### src/rtl/key_led_pkg.sv
// Shared types and constants for the key-driven LED sequencer.
// The LONG_PRESS_EN build option is handled in key_debounce and key_led_sched.
package key_led_pkg;

    localparam int unsigned NUM_KEY = 2;
    localparam int unsigned NUM_LED = 4;

    typedef enum logic [1:0] {
        MODE_BLINK     = 2'd0,
        MODE_CHASE_FWD = 2'd1,
        MODE_CHASE_REV = 2'd2
    } mode_e;

    localparam logic [NUM_LED-1:0] LED_ALL_ON  = 4'hF;
    localparam logic [NUM_LED-1:0] LED_ALL_OFF = 4'h0;

    function automatic logic [NUM_LED-1:0] led_pattern(input mode_e m, input logic [1:0] step);
        logic [NUM_LED-1:0] pat;
        pat = LED_ALL_OFF;
        case (m)
            MODE_BLINK:     pat = step[0] ? LED_ALL_ON : LED_ALL_OFF;
            MODE_CHASE_FWD: pat = 4'b0001 << step;
            MODE_CHASE_REV: pat = 4'b1000 >> step;
            default:        pat = LED_ALL_OFF;
        endcase
        return pat;
    endfunction

endpackage

### src/rtl/key_debounce.sv
// One push-button: 2-FF synchroniser, debounce counter and press pulse.
// With LONG_PRESS_EN defined, also a saturating long-press counter and pulse.
module key_debounce #(
    parameter int unsigned DEBOUNCE_W = 14,
    parameter int unsigned LP_W       = 27
) (
    input  logic clk_50m,
    input  logic rst,
    input  logic key_raw,
    output logic press_evt,
    output logic long_press
);

    localparam logic [DEBOUNCE_W-1:0] DB_LIMIT = DEBOUNCE_W'((1 << (DEBOUNCE_W-1)) - 1);

    logic                  sync1_q, sync2_q;
    logic                  deb_q, deb_d;
    logic                  deb_dly_q;
    logic                  evt_q, evt_d;
    logic [DEBOUNCE_W-1:0] cnt_q, cnt_d;

    always_comb begin
        deb_d = deb_q;
        cnt_d = '0;
        if (sync2_q != deb_q) begin
            if (cnt_q == DB_LIMIT) begin
                deb_d = sync2_q;
            end else begin
                cnt_d = cnt_q + 1'b1;
            end
        end
        // Rise seen one cycle late so the pulse trails the debounced edge.
        evt_d = deb_q & ~deb_dly_q;
    end

    always_ff @(posedge clk_50m or posedge rst) begin
        if (rst) begin
            sync1_q   <= 1'b0;
            sync2_q   <= 1'b0;
            deb_q     <= 1'b0;
            deb_dly_q <= 1'b0;
            cnt_q     <= '0;
            evt_q     <= 1'b0;
        end else begin
            sync1_q   <= key_raw;
            sync2_q   <= sync1_q;
            deb_q     <= deb_d;
            deb_dly_q <= deb_q;
            cnt_q     <= cnt_d;
            evt_q     <= evt_d;
        end
    end

    assign press_evt = evt_q;

`ifdef LONG_PRESS_EN
    localparam logic [LP_W-1:0] LP_MAX = '1;

    logic [LP_W-1:0] lp_cnt_q, lp_cnt_d;
    logic            lp_q, lp_d;

    always_comb begin
        lp_cnt_d = '0;
        lp_d     = 1'b0;
        if (deb_q) begin
            lp_cnt_d = (lp_cnt_q == LP_MAX) ? lp_cnt_q : lp_cnt_q + 1'b1;
            lp_d     = (lp_cnt_q == LP_MAX - 1'b1);
        end
    end

    always_ff @(posedge clk_50m or posedge rst) begin
        if (rst) begin
            lp_cnt_q <= '0;
            lp_q     <= 1'b0;
        end else begin
            lp_cnt_q <= lp_cnt_d;
            lp_q     <= lp_d;
        end
    end

    assign long_press = lp_q;
`else
    assign long_press = 1'b0;
`endif

endmodule

### src/rtl/key_led_sched.sv
// Debounced keys select an LED mode; a prescaler steps the 4-LED pattern.
// Build option LONG_PRESS_EN: a long hold of any key forces BLINK.
module key_led_sched
    import key_led_pkg::*;
#(
    parameter int unsigned DEBOUNCE_W = 14,
    parameter int unsigned STEP_W     = 26,
    parameter int unsigned LP_W       = 27
) (
    input  logic               clk_50m,
    input  logic               rst,
    input  logic [NUM_KEY-1:0] key,
    output logic [NUM_LED-1:0] led_out,
    output logic [1:0]         mode,
    output logic [NUM_KEY-1:0] press_evt,
    output logic               long_press
);

    logic [NUM_KEY-1:0] evt_vec;
    logic [NUM_KEY-1:0] lp_vec;

    for (genvar i = 0; i < NUM_KEY; i++) begin : g_key
        key_debounce #(
            .DEBOUNCE_W(DEBOUNCE_W),
            .LP_W      (LP_W)
        ) u_deb (
            .clk_50m   (clk_50m),
            .rst       (rst),
            .key_raw   (key[i]),
            .press_evt (evt_vec[i]),
            .long_press(lp_vec[i])
        );
    end

    mode_e               mode_q, mode_d;
    logic [STEP_W-1:0]   pre_q, pre_d;
    logic [1:0]          step_q, step_d;
    logic [NUM_LED-1:0]  led_q, led_d;
    logic                restart;

    always_comb begin
        mode_d  = mode_q;
        restart = 1'b0;
        // Long press outranks presses; key0 outranks key1.
        if (|lp_vec) begin
            mode_d  = MODE_BLINK;
            restart = 1'b1;
        end else if (evt_vec[0]) begin
            mode_d  = (mode_q == MODE_CHASE_FWD) ? MODE_BLINK : MODE_CHASE_FWD;
            restart = 1'b1;
        end else if (evt_vec[1]) begin
            mode_d  = (mode_q == MODE_CHASE_REV) ? MODE_BLINK : MODE_CHASE_REV;
            restart = 1'b1;
        end

        pre_d  = pre_q + 1'b1;
        step_d = (pre_q == '1) ? step_q + 2'd1 : step_q;
        if (restart) begin
            pre_d  = '0;
            step_d = '0;
        end

        led_d = led_pattern(mode_q, step_q);
    end

    always_ff @(posedge clk_50m or posedge rst) begin
        if (rst) begin
            mode_q <= MODE_BLINK;
            pre_q  <= '0;
            step_q <= '0;
            led_q  <= LED_ALL_OFF;
        end else begin
            mode_q <= mode_d;
            pre_q  <= pre_d;
            step_q <= step_d;
            led_q  <= led_d;
        end
    end

    assign led_out    = led_q;
    assign mode       = mode_q;
    assign press_evt  = evt_vec;
    assign long_press = |lp_vec;

endmodule

### config.mk
export PLATFORM = sky130hd
export DESIGN_NAME = key_led_sched
export DESIGN_NICKNAME = d
export VERILOG_FILES = /design/src/rtl/key_led_pkg.sv /design/src/rtl/key_debounce.sv /design/src/rtl/key_led_sched.sv
export SDC_FILE = /design/constraint.sdc
export NUM_CORES = 1
export LEC_CHECK = 0
export CORE_AREA = 3 3 83 85
export DETAILED_ROUTE_END_ITERATION = 10
export DIE_AREA = 0 0 86 88
export DONT_BUFFER_PORTS = 1
export PLACE_DENSITY = 0.82
export SYNTH_ARGS = -nofsm -noshare
export SYNTH_HDL_FRONTEND = slang
export SYNTH_SLANG_ARGS = --single-unit
### constraint.sdc
create_clock -name clk_50m -period 2.1 [get_ports clk_50m]
set_input_delay 0.315 -clock clk_50m [delete_from_list [all_inputs] [get_ports clk_50m]]
set_output_delay 0.315 -clock clk_50m [all_outputs]
set_load 0.05 [all_outputs]
Yosys cells after proc, flatten, opt, wreduce, memory -nomap -nowiden
Index checks and enable logic that the tools add are counted.
- flip-flop bits (word level): 72
- input bits: 4
- output and inout port bits: 9
- logic and storage cells: 53
- $add $sub $neg: 4
- equal/unequal tests: 7
- shifts and indexed selects: 2
- mux-type cells: 15
- bitwise logic cells: 4
- reduce and logical (&&, ||, !) cells: 5
- operators with widths (kind ; number):
    2-to-1 mux 14 bit ; 4
    adder 14 x 1 -> 14 bit, second input constant ; 2
    == test 14 x 13 -> 1 bit, second input constant ; 2
    adder 26 x 1 -> 26 bit, second input constant ; 1
    == test 26 bit, second input constant ; 1
    2-to-1 mux 26 bit ; 1
    one-hot mux 4 bit (3 select lines) ; 1
    2-to-1 mux 2 bit ; 5
    2-to-1 mux 4 bit ; 1
    AND reduction 2 bit ; 2
    nonzero test 2 bit ; 2
    left shift 1 x 2 -> 4 bit, first input constant ; 1
    >> shifter 4 x 2 -> 4 bit, first input constant ; 1
    2-to-1 mux 1 bit ; 3
    adder 2 x 1 -> 2 bit, second input constant ; 1
    bitwise AND 1 bit ; 2
    == test 2 x 1 -> 1 bit, second input constant ; 1
    == test 2 bit, second input constant ; 1
    logical NOT 2 bit ; 1
    inequality test 1 bit ; 2
    NOT 1 bit ; 2

Depth between registers and ports, before layout
Gate-level depths: netlist (run 1).
- depth in word-level cells: 4
- mapped depth: 7
- gate-level depth less buffers: 5

Hierarchy
A second synthesis (run 1) with hierarchy kept.
- cell total of the unflattened synthesis: 336
- area total of the unflattened synthesis: 3419.5 sq um
- modules (own cells, without submodules) (module ; instances ; cells each ; area an instance (sq um) ; sequential area each (sq um)):
    key_led_sched ; 1 ; 186 ; 1755.4 ; 850.8
    key_debounce ; 2 ; 75 ; 832.0 ; 475.5

Least setup slack after synthesis (run 1)
Ideal clock, no wire load.
- path type: register to register
- start: register pre_q[2]
- end: register pre_q[24]
- library setup time: 77 ps
- data arrival time: 1802 ps
- required time: 2023 ps
- setup slack: 221 ps
- cell stages (with the launch flop): 5
- path buffers: 0
- clock period less this slack: 1879 ps
- cells stage by stage: dfrtp_1 > nand4_4 > or4_4 > or4_1 > a21oi_1
- word-level cells in the longest chain between the ends: 2
- ends and longest elaborated chain (element ; line ; text):
    start, declared ; key_led_sched.sv:36 ; logic [STEP_W-1:0] pre_q, pre_d;
    start signal, assigned ; key_led_sched.sv:74 ; pre_q <= pre_d;
    adder 26 x 1 -> 26 bit ; key_led_sched.sv:56 ; pre_d = pre_q + 1'b1;
    2-to-1 mux 26 bit ; key_led_sched.sv:58 ; if (restart) begin
    via pre_d[24] ; key_led_sched.sv:36 ;
The timed path passes the listed nets, and every way through them passes these cells.
A chain may end at the register's enable or synchronous reset.

Final worst setup path (run 1)
Same ends and word-level chain as after synthesis.

==> results.tsv, run 1 <==
metric	value	unit
Final Hold Vio Count	0	
power per cell area	781	nW/µm²
critical path class	register to register	
number of synthesized register bits	72	
R2R setup slack	0.10	ns
# setup viols final	0	
setup total negative slack	0	ns
yosys warns	0	
kind of launch point of the worst setup path	register	
worst-path fanout max	13	
Final Util	61.4	%
# fillers	479	
syn_area_per_cell	10.0	µm²
Overall Power	3.01	mW
CTS buffer count	9	
Post-synth ARST share	100	%
WP data arrival	2.27	ns
Reg area	1800	µm²
CP required	2.37	ns
# H-tree levels	3	
post-CTS sizing	0	
Non-Filler Instances	436	
post-route setup slack	0.102	ns
WL/cell	13.8	µm
DP HPWL	3930	µm
Inserted Diodes	0	
via count	2453	
Cell variety after synth	37	
CTS Hold Bufs	3	
HP Class	register to register	
port bufs	0	
fin crit period	2.00	ns
Max stage delay cell, worst path	or4_4	
Die W	86	µm
cell chain of the critical path	nand4_4, or4_4, or4_1, a21oi_1	
CP Capture Type	register	
num rows	29	
GRT Total Usage	17.8	%
vias per inst	5.63	
leading post-synthesis cells by cell area	dfrtp_1 53%, nor2_1 5.8%, xnor2_1 5.7%	
clock root cell	clkbuf_8	
clk_lat worst skew	0.34	ns
Synthesized Nets	350	
RSZ-0062 raised after global routing	no	
placed cell area	3540	µm²
detailed router's first-iteration violation count	152	
footprint of the multi-input gates	1470	µm²
largest net degree at the start of global routing	73	
status	completed	
residual DRC count	0	
GP Congestion	0.786	
total core area	6280	µm²
Post-Syn Area	3400	µm²
Final ANT Viol Nets	0	
hold_ws	0.350	ns
TritonCTS Sinks	72	
# nets final	365	
Cells after Synth	339	
vias in the first global route	2421	
max incr delay on CP	0.64	ns
leading area contributor after synthesis	dfrtp_1	
Synth top area share	53.0	%
Peak Freq	501	MHz
postcts setup bufs	0	
TritonRoute pass-1 iters	4	
global route overflow	0	
final wirelength	6030	µm
Clock Path Buffers	2	
layout cell share with drive strength beyond 1	11.4	%
initial antenna violation count	0	
period utilization	95.1	%
Seq/Total Area, Yosys	53.0	%
max-cap violation count	0	
number of enable flip-flop cells after synthesis	0	
TritonCTS clock tree	yes	
pre-CTS WS	0.134	ns
Max Slew Vio Count	0	
Area Growth Syn to Fin	13.2	%
I/O Pins	13	
post-placement cell count	417	
first-pass GRT wire length	10500	µm
Clock transition at path regs	0.08	ns
leakage	1.70	nW
clock skew	0.00857	ns
DIE AREA	7570	µm²
main flop type after synthesis	dfrtp_1	
design area	3850	µm²
initial core utilization	54.2	%
die height	88	µm
VDD IR max	0.545	mV
## report_power, final
part / internal, mW / leakage (nW) / switching, mW / total, mW
registers: 1.40 / 0.977 / 0.0102 / 1.41
clock network: 1.03 / 0.140 / 0.502 / 1.53
logic: 0.0213 / 0.579 / 0.0477 / 0.0690
## worst max-delay path, delay by kind of cell, from the launching register on
family	cells	cell delay, ns
DFF	1	0.48
AOI/OAI and AO/OA	1	0.16
and+or+nand+nor	3	1.30
## worst paths after layout
path	to	cells after the start	startpoint
worst max-delay path	pre_q[24]	4	pre_q[2]
worst min-delay path	g_key[0].u_deb.sync2_q	0	g_key[0].u_deb.sync1_q
worst max register to register	pre_q[24]	4	pre_q[2]
worst min register to register	g_key[0].u_deb.sync2_q	0	g_key[0].u_deb.sync1_q
max in group asynchronous	g_key[0].u_deb.cnt_q[2]	3	rst
min in group asynchronous	g_key[0].u_deb.cnt_q[6]	3	rst
## Yosys cell counts (all sizes together), types with 3 or more instances
master,instances
ha,7
nor2,53
nor2b,4
inv,13
xnor2,22
nand2,25
clkbuf,10
nor4,10
or3,9
nand4,16
and2,4
dfrtp,72
buf,3
mux2i,3
o21ai,10
and4,4
nand3,15
a21oi,14
nor3,8
xor2,16
o31ai,3
and3,5
## per-layer routing
metal / track usage [%] / vias to the layer above / share of wire, %
met5: 0 / - / 0
met4: 9.64 / 0 / 2.3
met3: 3.76 / 10 / 3.6
met2: 30.6 / 38 / 50
met1: 20.8 / 1214 / 44
li1: - / 1191 / -
## registers in the layout, summed over array words and instances (netlist names)
signal and count:
g_key.u_deb.cnt_q 28, g_key.u_deb.deb_dly_q 2, g_key.u_deb.deb_q 2, g_key.u_deb.press_evt 2, g_key.u_deb.sync1_q 2, g_key.u_deb.sync2_q 2, led_out 4, mode 2
pre_q 26, step_q 2
## cell families after synthesis
logic type	Yosys count	share of synthesized area, %
and+or+nand+nor	157	23.6
DFF	72	53.0
xor gates and xnor gates	38	9.79
AOI/OAI and AO/OA	33	5.59
buffers and inverters	26	3.79
adders and majority gates	7	2.58
muxes	5	1.55
other	1	0.110
## layout make-up
cell class | instances | area share [%]
multi-input cells | 241 | 38.2
inverters | 13 | 1.36
flip-flops and latches | 72 | 46.8
repair buffers | 17 | 3.83
well taps | 77 | 2.50
clock inverters | 6 | 4.03
clock buffers | 10 | 3.31
## cell usage in the layout, fill, tap and decap left out, types with 5 or more instances in the layout
cell and instances:
nor4_1 10, nand2_1 25, nor2_1 53, nand4_1 14, dfrtp_1 72, nor3_1 8, nand3_1 15, inv_1 12
xor2_1 16, o21ai_0 10, or3_1 7, bufinv_16 5, and3_1 5, buf_4 13, ha_1 7, clkbuf_8 9
a21oi_1 14, xnor2_1 22
No activity file was read; power rests on OpenSTA's default activity.
==> inputs of run 2 (changes only) <==
--- a/config.mk
+++ b/config.mk
@@ -10,6 +10,7 @@
 export DIE_AREA = 0 0 86 88
 export DONT_BUFFER_PORTS = 1
 export PLACE_DENSITY = 0.82
+export REMOVE_ABC_BUFFERS = 1
 export SYNTH_ARGS = -nofsm -noshare
 export SYNTH_HDL_FRONTEND = slang
 export SYNTH_SLANG_ARGS = --single-unit
==> run 2 against run 1 <==
  * Clock-buffer cell count unchanged
  * Non-clock buffer count increased by 1
  * Utilization decreased by 0.58 points
  * Largest power group is now registers
  * Sequential power about the same
  * Critical endpoint unchanged
==> results.tsv, run 2 (same netlist as run 1, synthesis figures left out) <==
metric	value	unit	change
Final Hold Vio Count	0		unchanged
vias per inst	5.59		was 5.63
initial antenna violation count	0		unchanged
clk_lat worst skew	0.34	ns	about the same
global route overflow	0		unchanged
worst-path fanout max	13		unchanged
DP HPWL	4010	µm	was 3930 µm
largest net degree at the start of global routing	73		unchanged
leakage	1.68	nW	was 1.70 nW
Final ANT Viol Nets	0		unchanged
detailed router's first-iteration violation count	169		was 152
postcts setup bufs	0		unchanged
GRT Total Usage	17.4	%	was 17.8%
vias in the first global route	2395		was 2421
Die W	86	µm	unchanged
critical path class	register to register		unchanged
R2R setup slack	0.13	ns	was 0.10 ns
num rows	29		unchanged
power per cell area	731	nW/µm²	was 781 nW/µm²
Area Growth Syn to Fin	12.2	%	was 13.2%
final wirelength	6050	µm	was 6030 µm
# nets final	366		was 365
# H-tree levels	3		unchanged
period utilization	93.7	%	was 95.1%
max-cap violation count	0		unchanged
setup total negative slack	0	ns	unchanged
kind of launch point of the worst setup path	register		unchanged
WP data arrival	2.24	ns	was 2.27 ns
CP required	2.37	ns	about the same
most common cell after layout, fill and taps aside	dfrtp_1		unchanged
clock skew	0.00935	ns	was 0.00857 ns
Clock Path Buffers	2		unchanged
end of the worst register-to-register path	pre_q[24]		unchanged
GP Congestion	0.791		was 0.786
busiest grt layer	met2		unchanged
port bufs	0		unchanged
CP Capture Type	register		unchanged
Largest Register	g_key.u_deb.cnt_q		unchanged
met2 usage	30.4	%	was 30.6%
status	completed		unchanged
hold_ws	0.356	ns	was 0.350 ns
CTS buffer count	9		unchanged
fin crit period	1.97	ns	was 2.00 ns
FF-to-FF path depth	4		unchanged
VDD IR max	0.716	mV	was 0.545 mV
total core area	6280	µm²	unchanged
Inserted Diodes	0		unchanged
most frequent cells in the layout	72 x dfrtp_1, 53 x nor2_1, 25 x nand2_1, 22 x xnor2_1, 16 x xor2_1		unchanged
TritonCTS Sinks	72		unchanged
TritonCTS clock tree	yes		unchanged
GRT met1 Usage	20.2	%	was 20.8%
WHS Path Cells	0		unchanged
layout cell share with drive strength beyond 1	11.7	%	was 11.4%
clock root cell	clkbuf_8		unchanged
Clock transition at path regs	0.08	ns	about the same
Non-Filler Instances	437		was 436
# setup viols final	0		unchanged
RSZ-0062 raised after global routing	no		unchanged
met3 Track Usage GR	5.64	%	was 3.76%
DIE AREA	7570	µm²	unchanged
Peak Freq	508	MHz	was 501 MHz
Crit Reg-Reg Startpoint	pre_q[2]		unchanged
HP Start	g_key[1].u_deb.sync1_q		was g_key[0].u_deb.sync1_q
HP Class	register to register		unchanged
Max Slew Vio Count	0		unchanged
first-pass GRT wire length	10300	µm	was 10500 µm
via count	2442		was 2453
residual DRC count	0		unchanged
TritonRoute pass-1 iters	5		was 4
WL/cell	13.8	µm	about the same
Hold Path Sink	g_key[1].u_deb.sync2_q		was g_key[0].u_deb.sync2_q
Largest register FFs	28		unchanged
initial core utilization	54.2	%	unchanged
I/O Pins	13		unchanged
post-placement cell count	418		was 417
die height	88	µm	unchanged
-- run 2: cell count changes in the layout (fill, tap and decap cells not counted) --
| cell | change |
|---|---|
| buf_4 | +1 |
| bufinv_16 | -2 |
| clkinv_2 | -1 |
| clkinv_4 | +1 |
| inv_2 | +1 |
| inv_6 | +1 |
-- run 2: worst max-delay path by stage --
stage	start	endpoint	depth (start not counted)
2_1_floorplan	rst	g_key[0].u_deb.cnt_q[0]	1
3_3_place_gp	pre_q[2]	pre_q[24]	4
3_5_place_dp	pre_q[2]	pre_q[24]	4
4_1_cts	pre_q[2]	pre_q[24]	4
5_1_grt	pre_q[0]	pre_q[24]	5
6_report	pre_q[2]	pre_q[24]	4
-- run 2: stage by stage --
stage | total power, mW | util, % | cell area, µm² | worst slack (ns)
floorplan | 1.48 | - | 3320 | -0.0399
global placement | 1.50 | 56.4 | 3540 | 0.180
detailed placement | 1.50 | 56.4 | 3540 | 0.135
CTS | 2.82 | 60.8 | 3810 | 0.132
global route | 2.89 | 60.8 | 3810 | 0.0112
finish | 2.79 | 60.8 | 3810 | 0.133
-- run 2: critical path, stage by stage, from the launching register on --
cell	delay, ns
dfrtp_1	0.48
nand4_4	0.13
or4_4	0.63
or4_1	0.52
a21oi_1	0.14
-- run 2: repair_timing --
action,4_1_cts,5_1_grt
endpoints found under the setup margin,0,0
hold buffers,3,0
gates resized for setup,0,0
hold endpoints to repair,74,0
-- run 2: cell type report --
type | count | area, µm²
fill | 506 | 2460
sequential | 72 | 1800
inverter | 13 | 48.8
tap | 77 | 96.3
clock inverter | 6 | 115
multi-input combinational | 241 | 1470
clock buffer | 10 | 128
timing repair buffer | 18 | 155
-- run 2: per-layer routing --
layer  wire, µm  part of all wire (%)  up-vias
met3        206                   3.4        2
met1       2670                    44     1208
met5          0                     0        -
li1           -                     -     1187
met4         17                  0.28        0
met2       3160                    52       45
-- run 2: report_power, final --
part | total, mW | leakage [nW] | internal, mW | switching [mW]
Clock | 1.31 | 0.117 | 0.795 | 0.516
Sequential | 1.41 | 0.977 | 1.40 | 0.0102
Combinational | 0.0696 | 0.587 | 0.0212 | 0.0483
